$ cat config.mk
export PLATFORM = sky130hd
export DESIGN_NAME = stw_controller
export DESIGN_NICKNAME = d
export VERILOG_FILES = /design/src/rtl/stw_controller.sv
export SDC_FILE = /design/constraint.sdc
export NUM_CORES = 1
export LEC_CHECK = 0
export CELL_PAD_IN_SITES_DETAIL_PLACEMENT = 0
export CELL_PAD_IN_SITES_GLOBAL_PLACEMENT = 1
export CORE_MARGIN = 2
export CORE_UTILIZATION = 30
export CTS_CLUSTER_SIZE = 24
export DETAILED_ROUTE_END_ITERATION = 7
export PLACE_DENSITY = 0.7
export REMOVE_ABC_BUFFERS = 1
export SLEW_MARGIN = 20
export SYNTH_ARGS = -nofsm -noshare
export SYNTH_HDL_FRONTEND = slang
export SYNTH_SLANG_ARGS = --single-unit
$ cat constraint.sdc
create_clock -name clk -period 15.75 [get_ports clk]
set_clock_uncertainty 0.2 [all_clocks]
set_input_delay 2.3625 -clock clk [delete_from_list [all_inputs] [get_ports clk]]
set_output_delay 2.3625 -clock clk [all_outputs]
set_load 0.02 [all_outputs]
$ cat src/rtl/stw_controller.sv
// Stop-the-world self-test initiator for the systolic MAC array.
// Broadcasts MAC test vectors to every PE and accumulates a sticky per-PE fault map.
module stw_controller #(
    parameter int unsigned WORD_SIZE   = 16,
    parameter int unsigned NUM_PE      = 16,
    parameter int unsigned NUM_VECTORS = 4,
    parameter int unsigned TIMEOUT     = 8,
    parameter int unsigned PERIOD      = 0,
    parameter logic [31:0] SEED        = 32'hACE1_2468
) (
    input  logic                 clk,
    input  logic                 rst,
    input  logic                 test_req,
    input  logic                 clear_faults,
    output logic                 test_busy,
    output logic                 test_done,
    output logic [NUM_PE-1:0]    fault_map,
    output logic                 any_fault,
    output logic                 STW_test_load_en,
    output logic [WORD_SIZE-1:0] STW_mult_op1,
    output logic [WORD_SIZE-1:0] STW_mult_op2,
    output logic [WORD_SIZE-1:0] STW_add_op,
    output logic [WORD_SIZE-1:0] STW_expected,
    output logic                 STW_start,
    input  logic [NUM_PE-1:0]    STW_complete,
    input  logic [NUM_PE-1:0]    STW_result_out
);

    localparam int unsigned VecIdxW   = (NUM_VECTORS > 1) ? $clog2(NUM_VECTORS) : 1;
    localparam int unsigned WaitCntW  = (TIMEOUT > 1) ? $clog2(TIMEOUT) : 1;
    localparam int unsigned PerCntW   = (PERIOD > 1) ? $clog2(PERIOD) : 1;
    localparam logic [31:0] LfsrTaps  = 32'h8020_0003;
    localparam logic [VecIdxW-1:0]  LastVec  = VecIdxW'(NUM_VECTORS - 1);
    localparam logic [WaitCntW-1:0] LastWait = WaitCntW'(TIMEOUT - 1);
    localparam logic [PerCntW-1:0]  LastIdle = PerCntW'(PERIOD - 1);

    typedef enum logic [2:0] {
        StIdle,
        StLoad,
        StStart,
        StArm,
        StWait,
        StDone
    } state_e;

    state_e               r_state;
    logic [31:0]          r_lfsr;
    logic [VecIdxW-1:0]   r_vec_idx;
    logic [WaitCntW-1:0]  r_wait_cnt;
    logic [PerCntW-1:0]   r_period_cnt;
    logic                 r_busy;
    logic                 r_done;
    logic [NUM_PE-1:0]    r_fault_map;
    logic                 r_any_fault;
    logic                 r_load_en;
    logic                 r_start;
    logic [WORD_SIZE-1:0] r_op1;
    logic [WORD_SIZE-1:0] r_op2;
    logic [WORD_SIZE-1:0] r_add;
    logic [WORD_SIZE-1:0] r_exp;

    logic                 w_period_hit;
    logic                 w_trigger;
    logic                 w_all_complete;
    logic                 w_wait_exit;
    logic                 w_last_vec;
    logic [31:0]          w_lfsr_step;
    logic [31:0]          w_lfsr_next;
    logic [WORD_SIZE-1:0] w_op1;
    logic [WORD_SIZE-1:0] w_op2;
    logic [WORD_SIZE-1:0] w_add;
    logic [WORD_SIZE-1:0] w_exp;

    assign w_period_hit   = (PERIOD != 0) && (r_period_cnt == LastIdle);
    assign w_trigger      = test_req || w_period_hit;
    assign w_all_complete = &STW_complete;
    assign w_wait_exit    = w_all_complete || (r_wait_cnt == LastWait);
    assign w_last_vec     = (r_vec_idx == LastVec);

    // Galois step, shifting right; vector 0 is fixed and does not consume an LFSR state.
    assign w_lfsr_step = {1'b0, r_lfsr[31:1]} ^ (r_lfsr[0] ? LfsrTaps : 32'h0);
    assign w_lfsr_next = (r_vec_idx != '0) ? w_lfsr_step : r_lfsr;

    // The next vector is always LFSR-based, built from the post-advance state.
    assign w_op1 = w_lfsr_next[WORD_SIZE-1:0];
    assign w_op2 = w_lfsr_next[31:32-WORD_SIZE];
    assign w_add = w_lfsr_next[WORD_SIZE+7:8];
    assign w_exp = w_op1 * w_op2 + w_add;

    always_ff @(posedge clk or negedge rst) begin
        if (!rst) begin
            r_state      <= StIdle;
            r_lfsr       <= SEED;
            r_vec_idx    <= '0;
            r_wait_cnt   <= '0;
            r_period_cnt <= '0;
            r_busy       <= 1'b0;
            r_done       <= 1'b0;
            r_fault_map  <= '0;
            r_any_fault  <= 1'b0;
            r_load_en    <= 1'b0;
            r_start      <= 1'b0;
            r_op1        <= '0;
            r_op2        <= '0;
            r_add        <= '0;
            r_exp        <= '0;
        end else begin
            r_load_en   <= 1'b0;
            r_start     <= 1'b0;
            r_done      <= 1'b0;
            r_any_fault <= |r_fault_map;

            unique case (r_state)
                StIdle: begin
                    if (clear_faults) begin
                        r_fault_map <= '0;
                    end
                    if (w_trigger) begin
                        r_state      <= StLoad;
                        r_busy       <= 1'b1;
                        r_load_en    <= 1'b1;
                        r_period_cnt <= '0;
                        // Unit vector: exposes multiplier stuck-at faults directly.
                        r_op1        <= WORD_SIZE'(1);
                        r_op2        <= WORD_SIZE'(1);
                        r_add        <= '0;
                        r_exp        <= WORD_SIZE'(1);
                    end else if (PERIOD != 0) begin
                        r_period_cnt <= r_period_cnt + 1'b1;
                    end
                end

                StLoad: begin
                    r_state <= StStart;
                    r_start <= 1'b1;
                end

                StStart: begin
                    r_state    <= StArm;
                    r_wait_cnt <= '0;
                end

                // PEs may still present a stale complete here, so nothing is sampled.
                StArm: begin
                    r_state <= StWait;
                end

                StWait: begin
                    if (w_wait_exit) begin
                        r_fault_map <= r_fault_map | ~STW_result_out | ~STW_complete;
                        r_lfsr      <= w_lfsr_next;
                        if (w_last_vec) begin
                            r_state <= StDone;
                            r_done  <= 1'b1;
                        end else begin
                            r_state   <= StLoad;
                            r_load_en <= 1'b1;
                            r_vec_idx <= r_vec_idx + 1'b1;
                            r_op1     <= w_op1;
                            r_op2     <= w_op2;
                            r_add     <= w_add;
                            r_exp     <= w_exp;
                        end
                    end else begin
                        r_wait_cnt <= r_wait_cnt + 1'b1;
                    end
                end

                StDone: begin
                    r_state   <= StIdle;
                    r_busy    <= 1'b0;
                    r_vec_idx <= '0;
                end

                default: begin
                    r_state <= StIdle;
                end
            endcase
        end
    end

    assign test_busy        = r_busy;
    assign test_done        = r_done;
    assign fault_map        = r_fault_map;
    assign any_fault        = r_any_fault;
    assign STW_test_load_en = r_load_en;
    assign STW_start        = r_start;
    assign STW_mult_op1     = r_op1;
    assign STW_mult_op2     = r_op2;
    assign STW_add_op       = r_add;
    assign STW_expected     = r_exp;

endmodule

=== Word level (Yosys, flattened, before mapping) ===
Index checks and enable logic that the tools add are counted.

* Register bits after elaboration: 125
* Word-level logic and storage cells: 89

* Add/sub/neg operators: 3
* Multipliers: 1
* Equality and inequality tests: 12
* Muxes and demuxes: 38
* Bitwise gates (word level): 5
* Reductions and logical operators: 16

{| class="wikitable"
|+ Operators with widths
! kind !! count
|-
| two-way mux 16 bit || 12
|-
| one-hot mux 16 bit (2 select lines) || 5
|-
| two-way mux 32 bit || 2
|-
| NOT 16 bit || 2
|-
| OR 16 bit || 2
|-
| bitwise XOR 31 x 32 -> 32 bit || 1
|-
| adder 16 bit || 1
|-
| multiplier 16 x 16 -> 16 bit || 1
|-
| AND reduction 16 bit || 1
|-
| OR reduction 16 bit || 1
|-
| one-hot mux 3 bit (5 select lines) || 1
|-
| two-way mux 3 bit || 4
|-
| != test 2 bit, second input constant || 5
|-
| nonzero test 2 bit || 5
|-
| equality test 3 bit, second input constant || 3
|-
| two-way mux 1 bit || 8
|-
| AND reduction 2 bit || 4
|-
| equality test 3 x 2 -> 1 bit, second input constant || 2
|-
| one-hot mux 3 bit (2 select lines) || 1
|-
| AND reduction 3 bit || 2
|-
| two-way mux 2 bit || 2
|-
| one-hot mux 1 bit (2 select lines) || 2
|-
| one-hot mux 2 bit (2 select lines) || 1
|-
| AND reduction 4 bit || 1
|-
| 6 further kinds || 6
|}

=== Logic depth before layout (Yosys ltp) ===
Gate-level depths: netlist of the first run.

* Depth after elaboration: 8
* Mapped depth: 28
* Mapped depth without buffers: 25

=== Worst setup path after synthesis of the first run ===
Ideal clock, no wire load.

* Path kind: register to register
* Start: register r_vec_idx[0]
* End: register r_exp[15] (netlist: STW_expected[15])
* Data arrival time: 6519 ps
* Required time: 15429 ps
* Setup slack: 8910 ps
* Stages on the path, launching flop included: 27
* Path buffers: 4
* Clock period less this slack: 6840 ps
* Path through: dfrtp_1 inv_1 ha_1 buf_4 buf_6 clkbuf_1 buf_2 mux2i_1 nor2_1 fa_1 inv_1 fa_1 fa_1 fa_1 inv_1 fa_1 inv_1 fa_1 inv_1 ha_1 a21oi_1 inv_1 a21oi_1 o21ai_0 a31oi_1 xnor2_1 a22o_1

* Word-level cells in the longest chain between the ends: 7
* Elaborated cells between the ends (all ways): 10

{| class="wikitable"
|+ Ends and longest elaborated chain
! element !! RTL line !! text
|-
| start, declared || 48 || <nowiki>logic [VecIdxW-1:0] r_vec_idx;</nowiki>
|-
| start signal, assigned || 158 || <nowiki>r_vec_idx <= r_vec_idx + 1'b1;</nowiki>
|-
| nonzero test 2 bit || 82 || <nowiki>assign w_lfsr_next = (r_vec_idx != '0) ? w_lfsr_step : r_lfsr;</nowiki>
|-
| two-way mux 32 bit || 82 ||
|-
| multiplier 16 x 16 -> 16 bit || 88 || <nowiki>assign w_exp = w_op1 * w_op2 + w_add;</nowiki>
|-
| adder 16 bit || 88 ||
|-
| two-way mux 16 bit || 152 || <nowiki>if (w_last_vec) begin</nowiki>
|-
| two-way mux 16 bit || 149 || <nowiki>if (w_wait_exit) begin</nowiki>
|-
| one-hot mux 16 bit (2 select lines) || 113 || <nowiki>unique case (r_state)</nowiki>
|-
| end signal, assigned || 162 || <nowiki>r_exp <= w_exp;</nowiki>
|-
| end, declared || 60 || <nowiki>logic [WORD_SIZE-1:0] r_exp;</nowiki>
|}

Parallel ways exist; a longest one is shown, timed or not. The select of a mux whose other input is x is not followed.
A chain may end at the register's enable or synchronous reset.

=== Worst setup path in the final report of the first run ===
Same ends and word-level chain as after synthesis.

==> flow_metrics.tcl, run 1 <==
set metrics [dict create \
    status "completed" \
    std_cell_rows 64 \
    wl_per_cell_um 17.1 \
    syn_inst 998 \
    synth_top_family_by_area "adder cells" \
    cap_violations 0 \
    drive_gt1_share_pct 6.68 \
    synth_area_um2 9170 \
    synth_ff_type "dfrtp_1" \
    post_synth_main_area_contributors "dfrtp_1, fa_1, ha_1" \
    fin_crit_ns 7.28 \
    drt_wl_total_um 25400 \
    peakVddDrop_uv 59.3 \
    io_pins 121 \
    overflow 0 \
    ys_ff_latch 110 \
    grt_pass1_vias 7244 \
    worstSetupEndpointType "flip-flop" \
    fin_crit_sh_pct 46.2 \
    postRouteAntennaNets 0 \
    critical_path_required_ns 15.81 \
    core_area_um2 30300 \
    critPathLaunch "r_vec_idx[0]$_DFFE_PN0P_" \
    firstDrtPassIters 4 \
    timing.fmax_mhz 137 \
    maxSlewHeadroom_pct 20.7 \
    critPathArrivalTime_ns 7.34 \
    stdcell_area_um2 11000 \
    clock-sinks 110 \
    synthAdderAreaFrac_pct 28.3 \
    grt_pass1_wl_um 40900 \
    hold_violations 0 \
    die_h_um 179 \
    yosys.area_share.simple_pct 13.1 \
    worstSetupPathType "reg2reg" \
    worstPathMaxFanout 58 \
    initial_core_util_pct 30.2 \
    avgSynthCellArea_um2 9.19 \
    cts_setup_buffers 0 \
    reg2reg_from "r_vec_idx[0]$_DFFE_PN0P_" \
    cts_made_buffers 9 \
    synth_compound_area_share_pct 9.78 \
    post-route-util_pct 36.3 \
    tightest_slew_ns 1.16 \
    setup_viol_count_final 0 \
    synthArstFlopShare_pct 100 \
    root_buffer "clkbuf_16" \
    drv_slew 0 \
    synth_top_area_share_pct 26.5 \
    synth.mux.area_fraction_pct 4.39 \
    cts_repair_resize_count 0 \
    synth-edff-count 0 \
    num-nets-final 1275 \
    min_path_type "reg2reg" \
    dr.first_iter.drc_count 474 \
    leakagePower_nw 5.07 \
    totalPowerFinal_mw 0.726 \
    antenna_cells 0 \
    die_area_um2 32000 \
    area_delta_synth_final_pct 20.0 \
    totalNegativeSetupSlack_ns 0 \
    viasPerCell 4.67 \
    place_area_um2 10700 \
    h-tree-depth 3 \
    start_kind "flip-flop" \
    synthXorXnorAreaFrac_pct 4.54 \
    pwr_density_cell_nw_per_um2 65.9 \
    layout.cells.non_filler 1489 \
    vias 6953 \
    routabilityCongestion 0.904 \
    rsz0062_at_grt "no" \
    yosysTopAreaCell "dfrtp_1" \
    hp-start "STW_expected[6]$_DFFE_PN0P_" \
    dpl.hpwl_um 19100 \
    cts_max_path_buffers 2 \
    track_usage_pct 16.9 \
    port_buffers 120 \
    drc 0 \
    hold_buffers 0 \
    synth_cell_types 46 \
    dp_cells 1473 \
    die_w_um 179 \
    synth.yosys.warnings 0 \
    cts_tree "done" \
    clkTransAtPathRegs_ns 0.08 \
    ys_seq_area_share_pct 30.2 \
    clk_latency_ns 0.36 \
    antenna_found_initial 0 \
    grt_max_degree 75 \
]
==> cells in the final DEF, fill, tap and decap left out, types with 33 or more instances in the layout <==
cell type        synthesis  final
o21ai_0                 78     78
nand2_1                134    133
ha_1                    57     56
dfrtp_1                 97     97
a21oi_1                 34     33
xnor2_1                 33     33
nor2_1                 100     99
fa_1                    94     94
clkdlybuf4s50_1          0    119
inv_1                  159    159
==> synth_stat cells (all sizes together), types with 6 or more instances <==
| cell type | n |
|---|---|
| nand2b | 8 |
| clkbuf | 28 |
| nor2 | 100 |
| nor3 | 8 |
| a32oi | 10 |
| dfrtp | 97 |
| nor2b | 13 |
| o21ai | 78 |
| a21oi | 34 |
| inv | 160 |
| nand2 | 134 |
| xor2 | 12 |
| mux2i | 17 |
| xnor2 | 33 |
| ha | 57 |
| fa | 94 |
| a22o | 8 |
| mux2 | 19 |
| dfstp | 13 |
| a21o | 8 |
| buf | 24 |
| nand3 | 6 |
==> worst max-delay path, stage by stage (launching register included) <==
cell     delay [ns]
dfrtp_1        0.39
inv_1          0.11
ha_2           0.17
buf_4          0.55
mux2i_1        0.91
nor2_1         0.13
fa_1           0.52
inv_1          0.05
fa_1           0.45
fa_1           0.49
fa_1           0.54
inv_1          0.05
fa_1           0.47
inv_1          0.05
fa_1           0.47
inv_1          0.04
ha_1           0.33
a21oi_1        0.24
inv_1          0.06
a21oi_1        0.12
o21ai_0        0.17
a31oi_1        0.33
xnor2_1        0.11
a22o_1         0.20
==> state kept, by name, summed over array words and instances (netlist names) <==
signal and flops:
fault_map 16, STW_mult_op1 15, STW_test_load_en 1, STW_mult_op2 16
r_state 3, STW_expected 16, r_vec_idx 2, STW_add_op 2
r_lfsr 32, r_wait_cnt 3, STW_start 1, test_done 1
test_busy 1, any_fault 1
==> logic make-up after synthesis <==
family / count (synthesis)
AND/OR/NAND/NOR: 288
buffers and inverters: 215
AO/OA/AOI/OAI: 152
adder cells (fa/ha/maj): 151
flip-flops: 110
XOR/XNOR: 46
multiplexers: 36
==> routing by layer <==
layer | part of all wire, % | track usage, % | vias to the layer above | wire length [um]
met3 | 4.2 | 2.57 | 21 | 1070
met5 | 0 | 0 | - | 0
met2 | 47 | 27.7 | 166 | 11900
met4 | 1.9 | 4.23 | 0 | 486
met1 | 47 | 23.3 | 3461 | 12000
li1 | - | - | 3305 | -
==> power by group <==
| group | internal [mW] | total, mW | switching [mW] |
|---|---|---|---|
| Combinational | 0.0637 | 0.166 | 0.103 |
| Clock | 0.127 | 0.247 | 0.120 |
| Sequential | 0.296 | 0.312 | 0.0162 |
| Total | 0.487 | 0.726 | 0.239 |
==> through the flow <==
step / hold slack [ns] / worst slack (ns)
4_1_cts: 0.293 / 8.27
2_1_floorplan: 0.263 / 8.20
6_report: 0.280 / 8.47
3_3_place_gp: 0.262 / 8.49
5_1_grt: 0.308 / 8.04
3_5_place_dp: 0.273 / 8.26
==> layout make-up <==
cell class                 instances  area, um2
clock inverter                     7       86.3
multi-input combinational        673       5530
clock buffer                       9        225
sequential                       110       2770
tap                              396        495
timing repair buffer             131       1280
fill                            3097      19300
inverter                         163        614
==> final timing paths <==
| path | slack [ns] | depth (start not counted) | to |
|---|---|---|---|
| min | 0.28 | 2 | STW_expected[6]$_DFFE_PN0P_ |
| min reg2reg | 0.28 | 2 | STW_expected[6]$_DFFE_PN0P_ |
| max | 8.47 | 23 | STW_expected[15]$_DFFE_PN0P_ |
| max in group asynchronous | 12.25 | 2 | STW_add_op[7]$_DFFE_PN0P_ |
| max reg2reg | 8.47 | 23 | STW_expected[15]$_DFFE_PN0P_ |
| min in group asynchronous | 1.92 | 1 | STW_mult_op2[15]$_DFFE_PN0P_ |
Note: power is estimated with default switching activity, not from simulation.
==> run 2: changes to the inputs <==
==> constraint.sdc (replaced) <==
create_clock -name clk -period 6.7 [get_ports clk]
set_clock_uncertainty 0.2 [all_clocks]
set_input_delay 1.005 -clock clk [delete_from_list [all_inputs] [get_ports clk]]
set_output_delay 1.005 -clock clk [all_outputs]
set_load 0.02 [all_outputs]
==> flow_metrics.tcl, run 2 (synthesis gave the netlist of run 1 again) <==
set metrics [dict create \
    initial_core_util_pct 30.2 \
    track_usage_pct 16.9 \
    min_path_type "reg2reg" \
    worstPathMaxFanout 9 \
    fin_crit_sh_pct 95.6 \
    cts_max_path_buffers 2 \
    overflow 0 \
    port_buffers 120 \
    cts_tree "done" \
    leakagePower_nw 5.23 \
    tightest_slew_ns 1.00 \
    totalNegativeSetupSlack_ns 0 \
    clock-sinks 110 \
    worstSetupEndpointType "flip-flop" \
    dr.first_iter.drc_count 362 \
    clk_latency_ns 0.37 \
    num-nets-final 1306 \
    drv_slew 0 \
    largest_reg_flops 32 \
    path_delay_family "adder cells" \
    peakVddDrop_uv 112 \
    fillers 3117 \
    routabilityCongestion 0.940 \
    regMostFlops "r_lfsr" \
    dp_slack_ns 0.0768 \
    area_delta_synth_final_pct 23.2 \
    grt_max_degree 75 \
    postLayoutSetupSlackWorst_ns 0.294 \
    viasPerCell 4.67 \
    postRouteAntennaNets 0 \
    drive_gt1_share_pct 9.96 \
    critPathSlowestCell "fa_1" \
    drt_wl_total_um 25800 \
    drc 0 \
    io_pins 121 \
    dpl.hpwl_um 19800 \
    antenna_cells 0 \
    start_kind "flip-flop" \
    worstPathCellList "inv_1 > ha_4 > clkbuf_4 > mux2_4 > inv_4 > nor2_1 > fa_1 > inv_1 > fa_1 > fa_1 > fa_1 > inv_1 > fa_1 > inv_1 > fa_1 > inv_1 > ha_1 > a21oi_2 > inv_1 > a21oi_1 > o21ai_0 > a31oi_1 > xnor2_1 > a22o_1" \
    grt_pass1_wl_um 41100 \
    pwr_density_cell_nw_per_um2 158 \
    cts_made_buffers 9 \
    critPathArrivalTime_ns 6.48 \
    max_stage_delay_ns 0.56 \
    fin_crit_ns 6.41 \
    clkTransAtPathRegs_ns 0.08 \
    final_common_cell "inv_1" \
    firstDrtPassIters 5 \
    timing.fmax_mhz 156 \
    regArea_um2 2770 \
    antenna_found_initial 0 \
    critical_path_required_ns 6.77 \
    cap_violations 0 \
    final_cell_mix "inv_1, nand2_1, clkdlybuf4s50_1, nor2_1, dfrtp_1" \
    multi_input_area_um2 5560 \
    std_cell_rows 64 \
    root_buffer "clkbuf_16" \
    core_area_um2 30300 \
    die_w_um 179 \
    worstSetupPathType "reg2reg" \
    h-tree-depth 3 \
    wl_per_cell_um 17.0 \
    die_area_um2 32000 \
    maxSlewHeadroom_pct 33.0 \
    status "completed" \
    setup_viol_count_final 0 \
    grt_pass1_vias 7407 \
    hold_violations 0 \
    vias 7097 \
    die_h_um 179 \
    path_buf_inv 8 \
]
-- run 2: cell count changes in the layout (fill, tap and decap cells not counted), moves of 2 or more --
| cell | before | now |
|---|---|---|
| buf_12 | 0 | 2 |
| buf_4 | 12 | 40 |
| clkinv_4 | 0 | 2 |
| inv_6 | 4 | 2 |
| inv_8 | 0 | 2 |
| mux2i_1 | 16 | 14 |
| mux2i_2 | 1 | 3 |
| nor2b_1 | 13 | 11 |
| nor2b_2 | 0 | 2 |
-- run 2: cell type report --
type                       instances  share of cell area, %
clock inverter                     7                  0.775
clock buffer                       9                   1.99
timing repair buffer             162                   13.6
tap                              396                   4.39
multi-input combinational        673                   49.2
sequential                       110                   24.5
inverter                         163                   5.47
-- run 2: per-stage QoR --
step / utilization (%) / hold WS [ns] / power (mW) / cell area, um2 / instances
finish: 37.2 / 0.280 / 1.78 / 11300 / 1520
floorplan: - / 0.263 / 1.00 / 8890 / 946
global route: 37.2 / 0.307 / 1.87 / 11300 / 1520
global placement: 35.9 / 0.264 / 1.16 / 10900 / 1500
CTS: 37.0 / 0.292 / 1.76 / 11200 / 1516
detailed placement: 35.9 / 0.273 / 1.17 / 10900 / 1500
-- run 2: routing by layer --
metal | part of all wire, % | global-route usage (%) | wire length, um | up-vias
met5 | 0 | 0 | 0 | -
met4 | 2.1 | 4.30 | 539 | 0
met3 | 5.8 | 3.60 | 1490 | 28
met2 | 48 | 28.3 | 12300 | 165
met1 | 44 | 22.3 | 11500 | 3537
li1 | - | - | - | 3367
-- run 2: repair_timing --
action / in CTS / in global routing
setup buffers: 0 / 4
gates resized for setup: 0 / 12
hold buffers: 0 / 0
setup endpoints to repair: 0 / 4
endpoints found under the hold margin: 0 / 0
-- run 2: worst min-delay path, delay by kind of cell, from the launching register on --
| kind | cells | cell delay (ns) |
|---|---|---|
| AND/OR/NAND/NOR | 1 | 0.04 |
| flip-flops | 1 | 0.35 |
| AO/OA/AOI/OAI | 1 | 0.06 |
-- run 2: path summary, 6_finish.rpt --
kind | slack [ns] | endpoint | cells past startpoint | from
max | 0.29 | STW_expected[15]$_DFFE_PN0P_ | 24 | r_vec_idx[0]$_DFFE_PN0P_
max reg2reg | 0.29 | STW_expected[15]$_DFFE_PN0P_ | 24 | r_vec_idx[0]$_DFFE_PN0P_
min | 0.28 | STW_expected[5]$_DFFE_PN0P_ | 2 | STW_expected[5]$_DFFE_PN0P_
max in group asynchronous | 4.59 | STW_expected[3]$_DFFE_PN0P_ | 2 | rst
min in group asynchronous | 0.45 | STW_mult_op2[15]$_DFFE_PN0P_ | 1 | rst
min reg2reg | 0.28 | STW_expected[5]$_DFFE_PN0P_ | 2 | STW_expected[5]$_DFFE_PN0P_
-- run 2: where the power goes --
part,internal (mW),switching [mW]
clock,0.300,0.290
combinational,0.196,0.262
sequential,0.696,0.0368
